<file path="config.mk">
export PLATFORM = sky130hd
export DESIGN_NAME = mem_table_scan_flat
export DESIGN_NICKNAME = d
export VERILOG_FILES = /design/src/rtl/mem_table_scan_pkg.sv /design/src/rtl/mem_table_scan_if.sv /design/src/rtl/mem_scan_cmp.sv /design/src/rtl/mem_table_scan.sv /design/src/flat_wrapper.sv
export SDC_FILE = /design/constraint.sdc
export NUM_CORES = 1
export LEC_CHECK = 0
export CAP_MARGIN = 15
export CORE_ASPECT_RATIO = 1.1
export CORE_UTILIZATION = 30
export CTS_CLUSTER_SIZE = 16
export DETAILED_ROUTE_END_ITERATION = 8
export PLACE_DENSITY_LB_ADDON = 0.2
export SKIP_CTS_REPAIR_TIMING = 1
export SLEW_MARGIN = 10
export SYNTH_ARGS = -nofsm -noshare
export SYNTH_HDL_FRONTEND = slang
export SYNTH_SLANG_ARGS = --single-unit
export TNS_END_PERCENT = 20
</file>
<file path="constraint.sdc">
create_clock -name clock -period 3.79 [get_ports clock]
set_input_delay 1.137 -clock clock [delete_from_list [all_inputs] [get_ports clock]]
set_output_delay 1.137 -clock clock [all_outputs]
set_load 0.05 [all_outputs]
</file>
<file path="src/rtl/mem_table_scan_pkg.sv">
// mem_table_scan_pkg
//   Shared definitions for the table scanner.
//   - Scanner FSM state encoding.
//   - Default word, address, count and index widths.
//   - Byte-address bases of the routing tables in the data memory.
package mem_table_scan_pkg;

  localparam int DEF_WORD_WIDTH = 16;
  localparam int DEF_ADDR_WIDTH = 16;
  localparam int DEF_MAX_COUNT  = 64;
  localparam int DEF_IDX_WIDTH  = 6;

  localparam logic [15:0] MAP_KNOWN_SINKS         = 16'h0008;
  localparam logic [15:0] MAP_WORST_HOPS          = 16'h0028;
  localparam logic [15:0] MAP_BATTERY_STAT        = 16'h0148;
  localparam logic [15:0] MAP_Q_VALUE             = 16'h01C8;
  localparam logic [15:0] MAP_KNOWN_SINK_COUNT    = 16'h0688;
  localparam logic [15:0] MAP_BETTER_NEIGHBOR_CNT = 16'h068C;

  typedef enum logic [2:0] {
    ST_IDLE   = 3'd0,
    ST_RD_CNT = 3'd1,
    ST_SCAN   = 3'd2,
    ST_WRITE  = 3'd3,
    ST_DONE   = 3'd4
  } state_e;

endpackage

</file>
<file path="src/rtl/mem_table_scan_if.sv">
// mem_table_scan_if
//   Data-memory bus between the scanner and the memory.
//   mem_address : byte address (big-endian 16-bit words)
//   mem_wr_en   : write strobe, memory writes on posedge
//   mem_wdata   : write data
//   mem_rdata   : combinational read data for mem_address
//   Modports: master = scanner side, slave = memory side.
interface mem_table_scan_if
  import mem_table_scan_pkg::*;
#(
  parameter int AW = DEF_ADDR_WIDTH,
  parameter int DW = DEF_WORD_WIDTH
);

  logic [AW-1:0] mem_address;
  logic          mem_wr_en;
  logic [DW-1:0] mem_wdata;
  logic [DW-1:0] mem_rdata;

  modport master (
    output mem_address,
    output mem_wr_en,
    output mem_wdata,
    input  mem_rdata
  );

  modport slave (
    input  mem_address,
    input  mem_wr_en,
    input  mem_wdata,
    output mem_rdata
  );

endinterface

</file>
<file path="src/rtl/mem_scan_cmp.sv">
// mem_scan_cmp
//   Running best-entry tracker for the table scan.
//   Ports:
//     clock, reset   : clock, synchronous active-high reset
//     clear_i        : force best index/value to 0 (empty table)
//     sample_i       : an entry is presented this cycle
//     first_i        : presented entry is entry 0 (always taken)
//     find_min_i     : 0 = keep maximum, 1 = keep minimum
//     index_i        : index of presented entry
//     data_i         : value of presented entry
//     best_index_o   : index of current winner
//     best_value_o   : value of current winner
module mem_scan_cmp
  import mem_table_scan_pkg::*;
#(
  parameter int WORD_WIDTH = DEF_WORD_WIDTH,
  parameter int IDX_WIDTH  = DEF_IDX_WIDTH
) (
  input  logic                  clock,
  input  logic                  reset,
  input  logic                  clear_i,
  input  logic                  sample_i,
  input  logic                  first_i,
  input  logic                  find_min_i,
  input  logic [IDX_WIDTH-1:0]  index_i,
  input  logic [WORD_WIDTH-1:0] data_i,
  output logic [IDX_WIDTH-1:0]  best_index_o,
  output logic [WORD_WIDTH-1:0] best_value_o
);

  logic [IDX_WIDTH-1:0]  best_index_q, best_index_d;
  logic [WORD_WIDTH-1:0] best_value_q, best_value_d;
  logic                  win;

  // Strict unsigned compare: an equal value never displaces the
  // earlier (lower-index) winner.
  always_comb begin
    win          = find_min_i ? (data_i < best_value_q) : (data_i > best_value_q);
    best_index_d = best_index_q;
    best_value_d = best_value_q;
    if (clear_i) begin
      best_index_d = '0;
      best_value_d = '0;
    end else if (sample_i && (first_i || win)) begin
      best_index_d = index_i;
      best_value_d = data_i;
    end
  end

  always_ff @(posedge clock) begin
    if (reset) begin
      best_index_q <= '0;
      best_value_q <= '0;
    end else begin
      best_index_q <= best_index_d;
      best_value_q <= best_value_d;
    end
  end

  assign best_index_o = best_index_q;
  assign best_value_o = best_value_q;

endmodule

</file>
<file path="src/rtl/mem_table_scan.sv">
// mem_table_scan
//   Bus initiator that reads a count word, walks a 16-bit word table and
//   reports the index/value of its maximum (or minimum) entry.
//   Optional feature macro: SCAN_WRITEBACK_EN -- adds a WRITE state that
//   stores the winning index to dest_addr_i.
//   Ports:
//     clock, reset   : clock, synchronous active-high reset
//     start_i        : request a scan (sampled in IDLE only)
//     find_min_i     : 0 = max, 1 = min (latched at start)
//     base_addr_i    : byte address of entry 0 (latched at start)
//     count_addr_i   : byte address of the count word (latched at start)
//     dest_addr_i    : writeback address (latched at start, writeback only)
//     mem            : memory bus, master side
//     busy_o         : high in every non-IDLE state
//     done_o         : one-cycle pulse with the final result
//     valid_o        : result covers at least one entry
//     best_index_o   : index of the winning entry
//     best_value_o   : value of the winning entry
//
//   state     | meaning
//   ----------+---------------------------------------------------
//   ST_IDLE   | waiting for start, bus parked at address 0
//   ST_RD_CNT | reading and clamping the entry count
//   ST_SCAN   | one table entry compared per cycle
//   ST_WRITE  | writing the winning index (writeback builds only)
//   ST_DONE   | done pulse, back to idle
module mem_table_scan
  import mem_table_scan_pkg::*;
#(
  parameter int WORD_WIDTH = DEF_WORD_WIDTH,
  parameter int ADDR_WIDTH = DEF_ADDR_WIDTH,
  parameter int MAX_COUNT  = DEF_MAX_COUNT,
  parameter int IDX_WIDTH  = DEF_IDX_WIDTH
) (
  input  logic                  clock,
  input  logic                  reset,
  input  logic                  start_i,
  input  logic                  find_min_i,
  input  logic [ADDR_WIDTH-1:0] base_addr_i,
  input  logic [ADDR_WIDTH-1:0] count_addr_i,
  input  logic [ADDR_WIDTH-1:0] dest_addr_i,
  mem_table_scan_if.master      mem,
  output logic                  busy_o,
  output logic                  done_o,
  output logic                  valid_o,
  output logic [IDX_WIDTH-1:0]  best_index_o,
  output logic [WORD_WIDTH-1:0] best_value_o
);

  localparam int CNT_W = $clog2(MAX_COUNT + 1);

`ifdef SCAN_WRITEBACK_EN
  localparam state_e ST_AFTER_SCAN = ST_WRITE;
`else
  localparam state_e ST_AFTER_SCAN = ST_DONE;
`endif

  state_e                state_q, state_d;
  logic [CNT_W-1:0]      n_q, n_d;
  logic [IDX_WIDTH-1:0]  i_q, i_d;
  logic                  valid_q, valid_d;
  logic [ADDR_WIDTH-1:0] base_q, cnt_addr_q;
  logic                  find_min_q;

  logic                  accept;
  logic [CNT_W-1:0]      n_clamped;
  logic                  last_entry;
  logic                  cmp_clear, cmp_sample, cmp_first;
  logic [ADDR_WIDTH-1:0] mem_address_c;
  logic                  mem_wr_en_c;
  logic [WORD_WIDTH-1:0] mem_wdata_c;
  logic [IDX_WIDTH-1:0]  best_index;
  logic [WORD_WIDTH-1:0] best_value;

  assign n_clamped  = (mem.mem_rdata > WORD_WIDTH'(MAX_COUNT)) ? CNT_W'(MAX_COUNT)
                                                               : CNT_W'(mem.mem_rdata);
  assign last_entry = (CNT_W'(i_q) == (n_q - CNT_W'(1)));

`ifdef SCAN_WRITEBACK_EN
  logic [ADDR_WIDTH-1:0] dest_q;

  always_ff @(posedge clock) begin
    if (reset) begin
      dest_q <= '0;
    end else if (accept) begin
      dest_q <= dest_addr_i;
    end
  end
`else
  logic unused_dest;
  assign unused_dest = ^dest_addr_i;
`endif

  always_comb begin
    state_d       = state_q;
    n_d           = n_q;
    i_d           = i_q;
    valid_d       = valid_q;
    accept        = 1'b0;
    cmp_clear     = 1'b0;
    cmp_sample    = 1'b0;
    cmp_first     = 1'b0;
    mem_address_c = '0;
    mem_wr_en_c   = 1'b0;
    mem_wdata_c   = '0;
    case (state_q)
      ST_IDLE: begin
        if (start_i) begin
          accept  = 1'b1;
          state_d = ST_RD_CNT;
        end
      end
      ST_RD_CNT: begin
        mem_address_c = cnt_addr_q;
        n_d           = n_clamped;
        i_d           = '0;
        if (n_clamped == '0) begin
          valid_d   = 1'b0;
          cmp_clear = 1'b1;
          state_d   = ST_AFTER_SCAN;
        end else begin
          state_d = ST_SCAN;
        end
      end
      ST_SCAN: begin
        // Entry address wraps modulo 2^ADDR_WIDTH.
        mem_address_c = base_q + ADDR_WIDTH'({i_q, 1'b0});
        cmp_sample    = 1'b1;
        cmp_first     = (i_q == '0);
        if (last_entry) begin
          valid_d = 1'b1;
          state_d = ST_AFTER_SCAN;
        end else begin
          i_d = i_q + IDX_WIDTH'(1);
        end
      end
`ifdef SCAN_WRITEBACK_EN
      ST_WRITE: begin
        mem_address_c = dest_q;
        mem_wr_en_c   = 1'b1;
        mem_wdata_c   = WORD_WIDTH'(best_index);
        state_d       = ST_DONE;
      end
`endif
      ST_DONE: begin
        state_d = ST_IDLE;
      end
      default: begin
        state_d = ST_IDLE;
      end
    endcase
  end

  always_ff @(posedge clock) begin
    if (reset) begin
      state_q    <= ST_IDLE;
      n_q        <= '0;
      i_q        <= '0;
      valid_q    <= 1'b0;
      base_q     <= '0;
      cnt_addr_q <= '0;
      find_min_q <= 1'b0;
    end else begin
      state_q <= state_d;
      n_q     <= n_d;
      i_q     <= i_d;
      valid_q <= valid_d;
      if (accept) begin
        base_q     <= base_addr_i;
        cnt_addr_q <= count_addr_i;
        find_min_q <= find_min_i;
      end
    end
  end

  mem_scan_cmp #(
    .WORD_WIDTH (WORD_WIDTH),
    .IDX_WIDTH  (IDX_WIDTH)
  ) u_cmp (
    .clock        (clock),
    .reset        (reset),
    .clear_i      (cmp_clear),
    .sample_i     (cmp_sample),
    .first_i      (cmp_first),
    .find_min_i   (find_min_q),
    .index_i      (i_q),
    .data_i       (mem.mem_rdata),
    .best_index_o (best_index),
    .best_value_o (best_value)
  );

  assign mem.mem_address = mem_address_c;
  assign mem.mem_wr_en   = mem_wr_en_c;
  assign mem.mem_wdata   = mem_wdata_c;

  assign busy_o       = (state_q != ST_IDLE);
  assign done_o       = (state_q == ST_DONE);
  assign valid_o      = valid_q;
  assign best_index_o = best_index;
  assign best_value_o = best_value;

endmodule

</file>
<file path="src/flat_wrapper.sv">
// flat-port wrapper written by rule: the top's interface ports become plain ports
module mem_table_scan_flat import mem_table_scan_pkg::*;
#(
  parameter int WORD_WIDTH = DEF_WORD_WIDTH,
  parameter int ADDR_WIDTH = DEF_ADDR_WIDTH,
  parameter int MAX_COUNT  = DEF_MAX_COUNT,
  parameter int IDX_WIDTH  = DEF_IDX_WIDTH
)
  (clock, reset, start_i, find_min_i, base_addr_i, count_addr_i, dest_addr_i, busy_o, done_o, valid_o, best_index_o, best_value_o, mem_mem_address, mem_mem_wr_en, mem_mem_wdata, mem_mem_rdata);
  mem_table_scan_if mem_i ();
  input  logic clock;
  input  logic reset;
  input  logic start_i;
  input  logic find_min_i;
  input  logic [ADDR_WIDTH-1:0] base_addr_i;
  input  logic [ADDR_WIDTH-1:0] count_addr_i;
  input  logic [ADDR_WIDTH-1:0] dest_addr_i;
  output logic busy_o;
  output logic done_o;
  output logic valid_o;
  output logic [IDX_WIDTH-1:0] best_index_o;
  output logic [WORD_WIDTH-1:0] best_value_o;
  output wire logic [$bits(mem_i.mem_address)-1:0] mem_mem_address;
  output wire logic [$bits(mem_i.mem_wr_en)-1:0] mem_mem_wr_en;
  output wire logic [$bits(mem_i.mem_wdata)-1:0] mem_mem_wdata;
  input wire logic [$bits(mem_i.mem_rdata)-1:0] mem_mem_rdata;
  assign mem_mem_address = mem_i.mem_address;
  assign mem_mem_wr_en = mem_i.mem_wr_en;
  assign mem_mem_wdata = mem_i.mem_wdata;
  assign mem_i.mem_rdata = mem_mem_rdata;
  mem_table_scan #(.WORD_WIDTH(WORD_WIDTH), .ADDR_WIDTH(ADDR_WIDTH), .MAX_COUNT(MAX_COUNT), .IDX_WIDTH(IDX_WIDTH)) u_core (.clock(clock), .reset(reset), .start_i(start_i), .find_min_i(find_min_i), .base_addr_i(base_addr_i), .count_addr_i(count_addr_i), .dest_addr_i(dest_addr_i), .mem(mem_i), .busy_o(busy_o), .done_o(done_o), .valid_o(valid_o), .best_index_o(best_index_o), .best_value_o(best_value_o));
endmodule
</file>
==> run metrics, run 1 <==
outcome=finished with violations; failing checks=design-rule violations; r2r setup slk=1.25 ns; Total GRT Usage=15.4%; area leader, netlist=dfxtp_1; critical path endpoint category=primary output; total wire length=10.1 mm; Setup crit start kind=flop; clock power share=43.8%; DR vias/cell=4.67; Seq/Total Area, Yosys=36.4%; Worst-path clk slew=0.06 ns; HPWL Detailed=7.70 mm; setup slack after layout=0.210 ns; Seq cells post-synth=72; non-filler cells, final=751; CP Max Fanout=3; fraction of registers with async set/reset=0%; RSZ-0062 raised after global routing=true; vias in the first global route=3564; IO Port Bufs=92; number of CTS-inserted buffers=9; Layout area overhead=40.0%; DP Worst Slack=0.00678 ns; Final Cycle Share=94.5%; Routed Antenna Nets=0; Iter 0 DRT Violations=176; Ys Warns=0; clock sink count=72; Synth top cells by count=nand2_1, dfxtp_1, a21oi_1, nor2_1, inv_1; routability congestion estimate=0.773; synthesized cell area=3960 um^2; # IOs=126; CP most frequent cell=a21o_1; P_int=1.50 mW; CTS tree=yes; Max stage delay cell, worst path=clkdlybuf4s50_1; First-pass DRT Iterations=7; Hold Vio Cnt, Final=0; Worst EP arrival=2.44 ns; count of nets after finishing=683; Clk Latency, worst-skew pair=0.32 ns; Comb pwr share=16.4%; Starting Density=31.0%; Max Clk Rate=0.279 GHz; share of layout cells above drive strength 1=12.1%; CTS max path bufs=2; CP Class=reg -> out; die span in y=122 um; Inst Count DP=735; fin. max-slew vios=0; hold path cells=2; worst slew pin tran=0.568 ns; Net Switching=0.529 mW; wire per inst=13.4 um; area of the core=12800 um^2; Antenna diodes=0; Avg Inst Size Synth=8.09 um^2; vias after detailed routing=3510; Overflow after GRT=0; main area contributors after synthesis=dfxtp_1, nand2_1, ha_1; Crit path largest cell delay=0.84 ns; first-pass GRT wire length=16.7 mm; Leak=2.24 nW; Post-synth top flop=dfxtp_1; Min-Delay Path Class=reg -> reg; crit-path cells=ha_1 -> a21o_1 -> a21o_1 -> xnor2_1 -> o21ai_0 -> clkdlybuf4s50_1; max cap viols=0; clk_skew=0.00380 ns; Sw Ratio=26.0%; largest net degree at the start of global routing=35; Tmin final=3.58 ns; top cell type's share of synthesized area=36.4%; CP Data Required Time=2.65 ns; Seq pwr share=39.8%; Cells after Synth=489; synth unique cells=50; die area=13700 um^2; final setup vio count=0; Die X=112 um; CTS root buffer=clkbuf_16; number of synthesized flops with an enable pin=0; VDD IR max=0.193 mV; Cell Rows=43; r2r worst-path depth=10; DRC Markers=8; most common cell in the netlist=nand2_1; initial antenna violation count=0; htree depth=3; slew margin rel.=62.0%; pwr/cell area=367 nW/um^2; setup_tns=0 ns
==> per-stage QoR <==
stage	util, %	total power [mW]	instance area, um^2	hold slack (ns)
6_report	43.4	2.03	5540	0.453
3_3_place_gp	40.7	1.16	5190	0.446
4_1_cts	43.2	2.06	5510	0.455
5_1_grt	43.4	2.12	5540	0.475
2_1_floorplan	-	1.04	4020	0.436
3_5_place_dp	40.7	1.16	5190	0.447
==> flip-flops by register name, indices dropped and copies added (netlist names) <==
| register | count |
|---|---|
| u_core.u_cmp.best_index_o | 6 |
| u_core.base_q | 16 |
| u_core.find_min_q | 1 |
| u_core.u_cmp.best_value_o | 16 |
| u_core.state_q | 3 |
| u_core.i_q | 6 |
| u_core.valid_o | 1 |
| u_core.n_q | 7 |
| u_core.cnt_addr_q | 16 |
==> cell families after synthesis <==
kind of cell / count (synthesis) / share of synthesized area [%]
mux: 22 / 5.56
buf+inv: 67 / 8.22
other cells: 1 / 0.0948
fa+ha+maj: 26 / 8.41
compound gates: 93 / 14.8
xor+xnor: 24 / 5.50
simple gates: 184 / 21.0
flops: 72 / 36.4
==> cell usage in the layout, fill, tap and decap left out, types with 7 or more instances in the layout <==
| cell | count |
|---|---|
| o21ai_0 | 11 |
| nand3_1 | 9 |
| clkdlybuf4s50_1 | 79 |
| inv_1 | 27 |
| nor3_1 | 7 |
| a22o_1 | 8 |
| xor2_1 | 8 |
| buf_12 | 12 |
| nor2_1 | 39 |
| mux2i_1 | 22 |
| a21oi_1 | 43 |
| nand2_1 | 98 |
| dfxtp_1 | 72 |
| ha_1 | 24 |
| conb_1 | 17 |
| xnor2_1 | 15 |
| buf_4 | 22 |
| clkbuf_16 | 9 |
==> power groups by stage <==
stage               combinational (mW)  sequential, mW  clock (mW)
finish                           0.333           0.809       0.891
global route                     0.365           0.812       0.945
CTS                              0.337           0.809       0.919
detailed placement               0.335           0.826           0
global placement                 0.332           0.825           0
floorplan                        0.197           0.838           0
==> critical path, delay by kind of cell, from the launching register on <==
kind | cells | cell delay (ns)
buffers and inverters | 1 | 0.84
AO/OA/AOI/OAI | 3 | 0.54
flip-flops | 1 | 0.32
adder cells (fa/ha/maj) | 1 | 0.28
XOR/XNOR | 1 | 0.12
==> path summary, 6_finish.rpt <==
path	startpoint	end
setup / recovery	u_core.base_q[2]$_SDFFE_PP0P_	mem_mem_address[4]
hold / removal	u_core.cnt_addr_q[3]$_SDFFE_PP0P_	u_core.cnt_addr_q[3]$_SDFFE_PP0P_
setup reg to reg	u_core.u_cmp.best_value_o[14]$_SDFFE_PP0P_	u_core.u_cmp.best_value_o[1]$_SDFFE_PP0P_
hold reg to reg	u_core.cnt_addr_q[3]$_SDFFE_PP0P_	u_core.cnt_addr_q[3]$_SDFFE_PP0P_
==> area by class of cell <==
class,instances,area (um^2)
clock buffers,14,284
fillers,1300,7210
clock inverters,2,35.0
multi-input cells,366,2280
well taps,157,196
flip-flops and latches,72,1440
inverters,27,101
repair buffers,113,1200
==> metal layers <==
metal / vias up / wire (um) / global-route usage (%)
met1: 1619 / 4500 / 18.4
met4: 0 / 64 / 4.22
met2: 76 / 5060 / 27.7
met3: 4 / 452 / 3.65
li1: 1811 / - / -
met5: - / 0 / 0
No activity file was read; power rests on OpenSTA's default activity.
==> inputs of run 2 (changes only) <==
--- a/config.mk
+++ b/config.mk
@@ -10,7 +10,6 @@
 export CORE_UTILIZATION = 30
 export CTS_CLUSTER_SIZE = 16
 export DETAILED_ROUTE_END_ITERATION = 8
-export PLACE_DENSITY_LB_ADDON = 0.2
 export SKIP_CTS_REPAIR_TIMING = 1
 export SLEW_MARGIN = 10
 export SYNTH_ARGS = -nofsm -noshare
==> run 2 against run 1 <==
Net effect:
- the run still ends with design-rule violations left
- sequential power hardly changed
- register-to-register slack better by 0.02 ns
- fmax is 4.3% lower
- global-route usage is 0.23 points lower
- final area is 1.1% lower
- largest cell class unchanged
- via count is 2.2% higher
- largest power group is now sequential cells
- worst setup slack worse by 0.16 ns
==> run metrics, run 2 (synthesized netlist as in run 1, its figures left out) <==
Antenna diodes=0; worst slew pin tran=0.582 ns; clock sink count=72; Clk Latency, worst-skew pair=0.33 ns; vias after detailed routing=3587; failing checks=design-rule violations; Min-Delay Path Class=reg -> reg; crit-path cells=ha_1 -> inv_1 -> fa_1 -> nor2b_1 -> o21ai_1 -> a21oi_2 -> o21ai_0 -> a21oi_1 -> xnor2_1 -> o21ai_2 -> buf_12; first-pass GRT wire length=16.5 mm; P_int=1.40 mW; initial antenna violation count=0; Sw Ratio=27.3%; Leak=2.22 nW; Routed Antenna Nets=0; setup slack after layout=0.0500 ns; CTS tree=yes; CTS root buffer=clkbuf_16; pwr/cell area=350 nW/um^2; max cap viols=0; HPWL Detailed=7.79 mm; vias in the first global route=3415; final setup vio count=0; min-delay src=u_core.cnt_addr_q[6]$_SDFFE_PP0P_; # IOs=126; worst reg2reg startpoint=u_core.u_cmp.best_value_o[11]$_SDFFE_PP0P_; Die X=112 um; Layout area overhead=38.5%; number of CTS-inserted buffers=9; Worst EP arrival=2.60 ns; Max Clk Rate=0.267 GHz; setup_tns=0 ns; CP startpoint=u_core.i_q[0]$_SDFFE_PP0P_; Comb pwr share=17.4%; clk_skew=0.00651 ns; GRT Max-Usage Layer=met2; CP Class=reg -> out; slew margin rel.=61.1%; Tmin final=3.74 ns; Overflow after GRT=0; r2r setup slk=1.27 ns; count of nets after finishing=685; Final Cycle Share=98.7%; Hold Vio Cnt, Final=0; largest net degree at the start of global routing=35; Total Power=1.92 mW; routability congestion estimate=0.835; CTS max path bufs=2; outcome=finished with violations; First-pass DRT Iterations=6; IO Port Bufs=92; RSZ-0062 raised after global routing=true; DRC Markers=10; Setup crit start kind=flop; VDD IR max=0.161 mV; met3 usage=3.80%; critical path endpoint category=primary output; Starting Density=31.0%; CP Data Required Time=2.65 ns; fin. max-slew vios=0; die span in y=122 um; total wire length=10.2 mm; Max stage delay cell, worst path=fa_1; Crit path largest cell delay=0.40 ns; DR vias/cell=4.77; wire per inst=13.6 um; htree depth=3; area of the core=12800 um^2; Net Switching=0.525 mW; most common cell after layout, fill and taps aside=nand2_1; Worst-path clk slew=0.05 ns; met2 Usage GRT=27.1%; Cell Rows=43; clock power share=40.4%; commonest cells after routing, fill and taps aside=nand2_1, clkdlybuf4s50_1, dfxtp_1; die area=13700 um^2; Total GRT Usage=15.2%; Seq pwr share=42.2%; DP Worst Slack=0.0560 ns; Iter 0 DRT Violations=179; M1 GR Usage=18.0%; CP Max Fanout=3; share of layout cells above drive strength 1=11.4%
## run 2: cell types whose count changed in the layout (fill, tap and decap cells not counted), sizes merged
cell | before | now
bufinv | 1 | 0
buf | 34 | 36
clkinvlp | 0 | 1
clkbuf | 14 | 12
clkinv | 1 | 2
## run 2: power groups by stage
stage	clock (mW)	combinational, mW	sequential (mW)
global placement	0	0.330	0.825
global route	0.828	0.362	0.813
finish	0.776	0.335	0.810
floorplan	0	0.197	0.838
detailed placement	0	0.334	0.826
CTS	0.798	0.336	0.809
## run 2: final timing paths
kind / end / depth (start not counted)
worst min-delay path: u_core.cnt_addr_q[6]$_SDFFE_PP0P_ / 2
worst max register to register: u_core.u_cmp.best_value_o[11]$_SDFFE_PP0P_ / 10
worst max-delay path: mem_mem_address[9] / 11
worst min register to register: u_core.cnt_addr_q[6]$_SDFFE_PP0P_ / 2
## run 2: layout make-up
type / instances / area (um^2)
clock buffers: 12 / 256
clock inverters: 3 / 17.5
fillers: 1284 / 7270
inverters: 27 / 101
multi-input cells: 366 / 2270
flip-flops and latches: 72 / 1440
well taps: 157 / 196
repair buffers: 115 / 1200
## run 2: metal layers
layer / up-vias / share of wire [%]
met1: 1666 / 45
li1: 1820 / -
met3: 9 / 5.4
met5: - / 0
met2: 92 / 48
met4: 0 / 0.91
## run 2: through the flow
step           instances  area, um^2  util (%)  hold slack (ns)
6_report             752        5480      43.0            0.454
5_1_grt              752        5480      43.0            0.475
2_1_floorplan        505        4020         -            0.436
3_3_place_gp         736        5190      40.7            0.446
4_1_cts              751        5460      42.8            0.456
3_5_place_dp         736        5190      40.7            0.448
## run 2: worst max-delay path: cells and delay by family (launching register included)
kind | cells | cell delay [ns]
AO/OA/AOI/OAI | 5 | 0.85
adder cells (fa/ha/maj) | 2 | 0.58
flip-flops | 1 | 0.33
buffers and inverters | 2 | 0.22
AND/OR/NAND/NOR | 1 | 0.18
XOR/XNOR | 1 | 0.11
==> inputs of run 3 (changes only) <==
==> constraint.sdc (replaced) <==
create_clock -name clock -period 4 [get_ports clock]
set_input_delay 1.2 -clock clock [delete_from_list [all_inputs] [get_ports clock]]
set_output_delay 1.2 -clock clock [all_outputs]
set_load 0.05 [all_outputs]
==> run 3 against run 2 <==
Net effect:
- the flow still finishes with violations (design-rule violations)
- final cell count fell by 1.1%
- worst setup slack improved by 0.11 ns
- flip-flop and latch count did not move
- die area did not move
- critical path depth fell by 2
- first-iteration DRC count fell by 8.4%
- register-to-register slack improved by 0.21 ns
- critical path type unchanged
==> run metrics, run 3 (synthesized netlist as in run 1, its figures left out) <==
Max Clk Rate=0.260 GHz; Comb pwr share=17.3%; r2r setup slk=1.48 ns; commonest cells after routing, fill and taps aside=nand2_1, clkdlybuf4s50_1, dfxtp_1; vias in the first global route=3491; share of layout cells above drive strength 1=10.1%; Worst EP arrival=2.64 ns; clock sink count=72; # fillers=1301; Tmin final=3.84 ns; Hold Vio Cnt, Final=0; fin. max-slew vios=0; die area=13700 um^2; CTS max path bufs=2; hold slack=0.454 ns; outcome=finished with violations; routability congestion estimate=0.831; setup slack after layout=0.158 ns; Die X=112 um; First-pass DRT Iterations=6; crit-path cells=ha_1 -> a21o_1 -> a21o_1 -> a21oi_1 -> o21ai_0 -> nand3_1 -> xor2_1 -> o21ai_0 -> buf_12; CP Class=reg -> out; initial antenna violation count=0; Overflow after GRT=0; CP Data Required Time=2.80 ns; clock power share=39.9%; Final Cycle Share=96.1%; Routed met2 length=4.82 mm; RSZ-0062 raised after global routing=false; Sw Ratio=27.8%; die span in y=122 um; Total Power=1.79 mW; VDD IR max=0.148 mV; CP Max Fanout=4; Seq pwr share=42.8%; final setup vio count=0; slew margin rel.=63.3%; failing checks=design-rule violations; non-filler cells, final=744; CTS root buffer=clkbuf_16; number of CTS-inserted buffers=9; Min-Delay Path Class=reg -> reg; Layout area overhead=35.7%; wire length on met1=4.66 mm; DR WL met3=589 um; Crit path largest cell delay=0.45 ns; Net Switching=0.498 mW; Routed Antenna Nets=0; wire per inst=13.7 um; Inst Count DP=729; critical path endpoint category=primary output; count of nets after finishing=678; Cell Rows=43; DR vias/cell=4.77; DP Worst Slack=0.190 ns; CTS tree=yes; Top Metal Used=met4; # IOs=126; area of the core=12800 um^2; Starting Density=31.0%; max cap viols=0; HPWL Detailed=7.73 mm; Max stage delay cell, worst path=o21ai_0; Leak=2.17 nW; Worst-path clk slew=0.05 ns; Iter 0 DRT Violations=164; Total GRT Usage=15.5%; pwr/cell area=334 nW/um^2; worst slew pin tran=0.549 ns; Antenna diodes=0; Setup crit start kind=flop; P_int=1.30 mW; total wire length=10.2 mm; first-pass GRT wire length=16.6 mm; largest net degree at the start of global routing=35; Clk Latency, worst-skew pair=0.33 ns; IO Port Bufs=92; setup_tns=0 ns; htree depth=3; DRC Markers=10; vias after detailed routing=3547; most common cell after layout, fill and taps aside=nand2_1; clk_skew=0.0119 ns
-- run 3: cell count changes in the layout (fill, tap and decap cells not counted), moves of 2 or more --
cell     delta
buf_12      -4
buf_4       -5
o21ai_0     +3
o21ai_1     -2
-- run 3: worst paths after layout --
check	from	to	cells after the start
max	u_core.base_q[2]$_SDFFE_PP0P_	mem_mem_address[14]	9
min reg2reg	u_core.cnt_addr_q[0]$_SDFFE_PP0P_	u_core.cnt_addr_q[0]$_SDFFE_PP0P_	2
min	u_core.cnt_addr_q[0]$_SDFFE_PP0P_	u_core.cnt_addr_q[0]$_SDFFE_PP0P_	2
max reg2reg	u_core.u_cmp.best_value_o[13]$_SDFFE_PP0P_	u_core.u_cmp.best_value_o[9]$_SDFFE_PP0P_	10
-- run 3: area by class of cell --
class / count / area (um^2) / share of cell area (%)
clock buffer: 10 / 239 / 4.45
clock inverter: 4 / 22.5 / 0.419
inverter: 27 / 101 / 1.89
multi-input combinational: 366 / 2260 / 42.2
sequential: 72 / 1440 / 26.8
tap: 157 / 196 / 3.66
timing repair buffer: 108 / 1110 / 20.6
-- run 3: per-layer routing --
metal	track usage, %	vias to the layer above
li1	-	1801
met1	18.8	1638
met2	26.7	99
met3	4.00	9
met4	5.49	0
met5	0	-
-- run 3: metrics by stage --
| stage | util [%] | area (um^2) |
|---|---|---|
| after floorplan | - | 4020 |
| after global placement | 39.9 | 5090 |
| after detailed placement | 39.9 | 5090 |
| after CTS | 41.9 | 5350 |
| after global routing | 42.1 | 5370 |
| final | 42.1 | 5370 |
-- run 3: worst max-delay path, delay by kind of cell, from the launching register on --
kind / cells / cell delay [ns]
flops: 1 / 0.33
compound gates: 5 / 1.19
xor+xnor: 1 / 0.17
fa+ha+maj: 1 / 0.27
buf+inv: 1 / 0.20
simple gates: 1 / 0.15
-- run 3: power by group through the flow --
| stage | sequential, mW | clock, mW | combinational, mW |
|---|---|---|---|
| final | 0.767 | 0.716 | 0.310 |
| after global routing | 0.770 | 0.763 | 0.337 |
| after CTS | 0.767 | 0.731 | 0.310 |
| after detailed placement | 0.783 | 0 | 0.309 |
| after global placement | 0.781 | 0 | 0.305 |
| after floorplan | 0.794 | 0 | 0.187 |
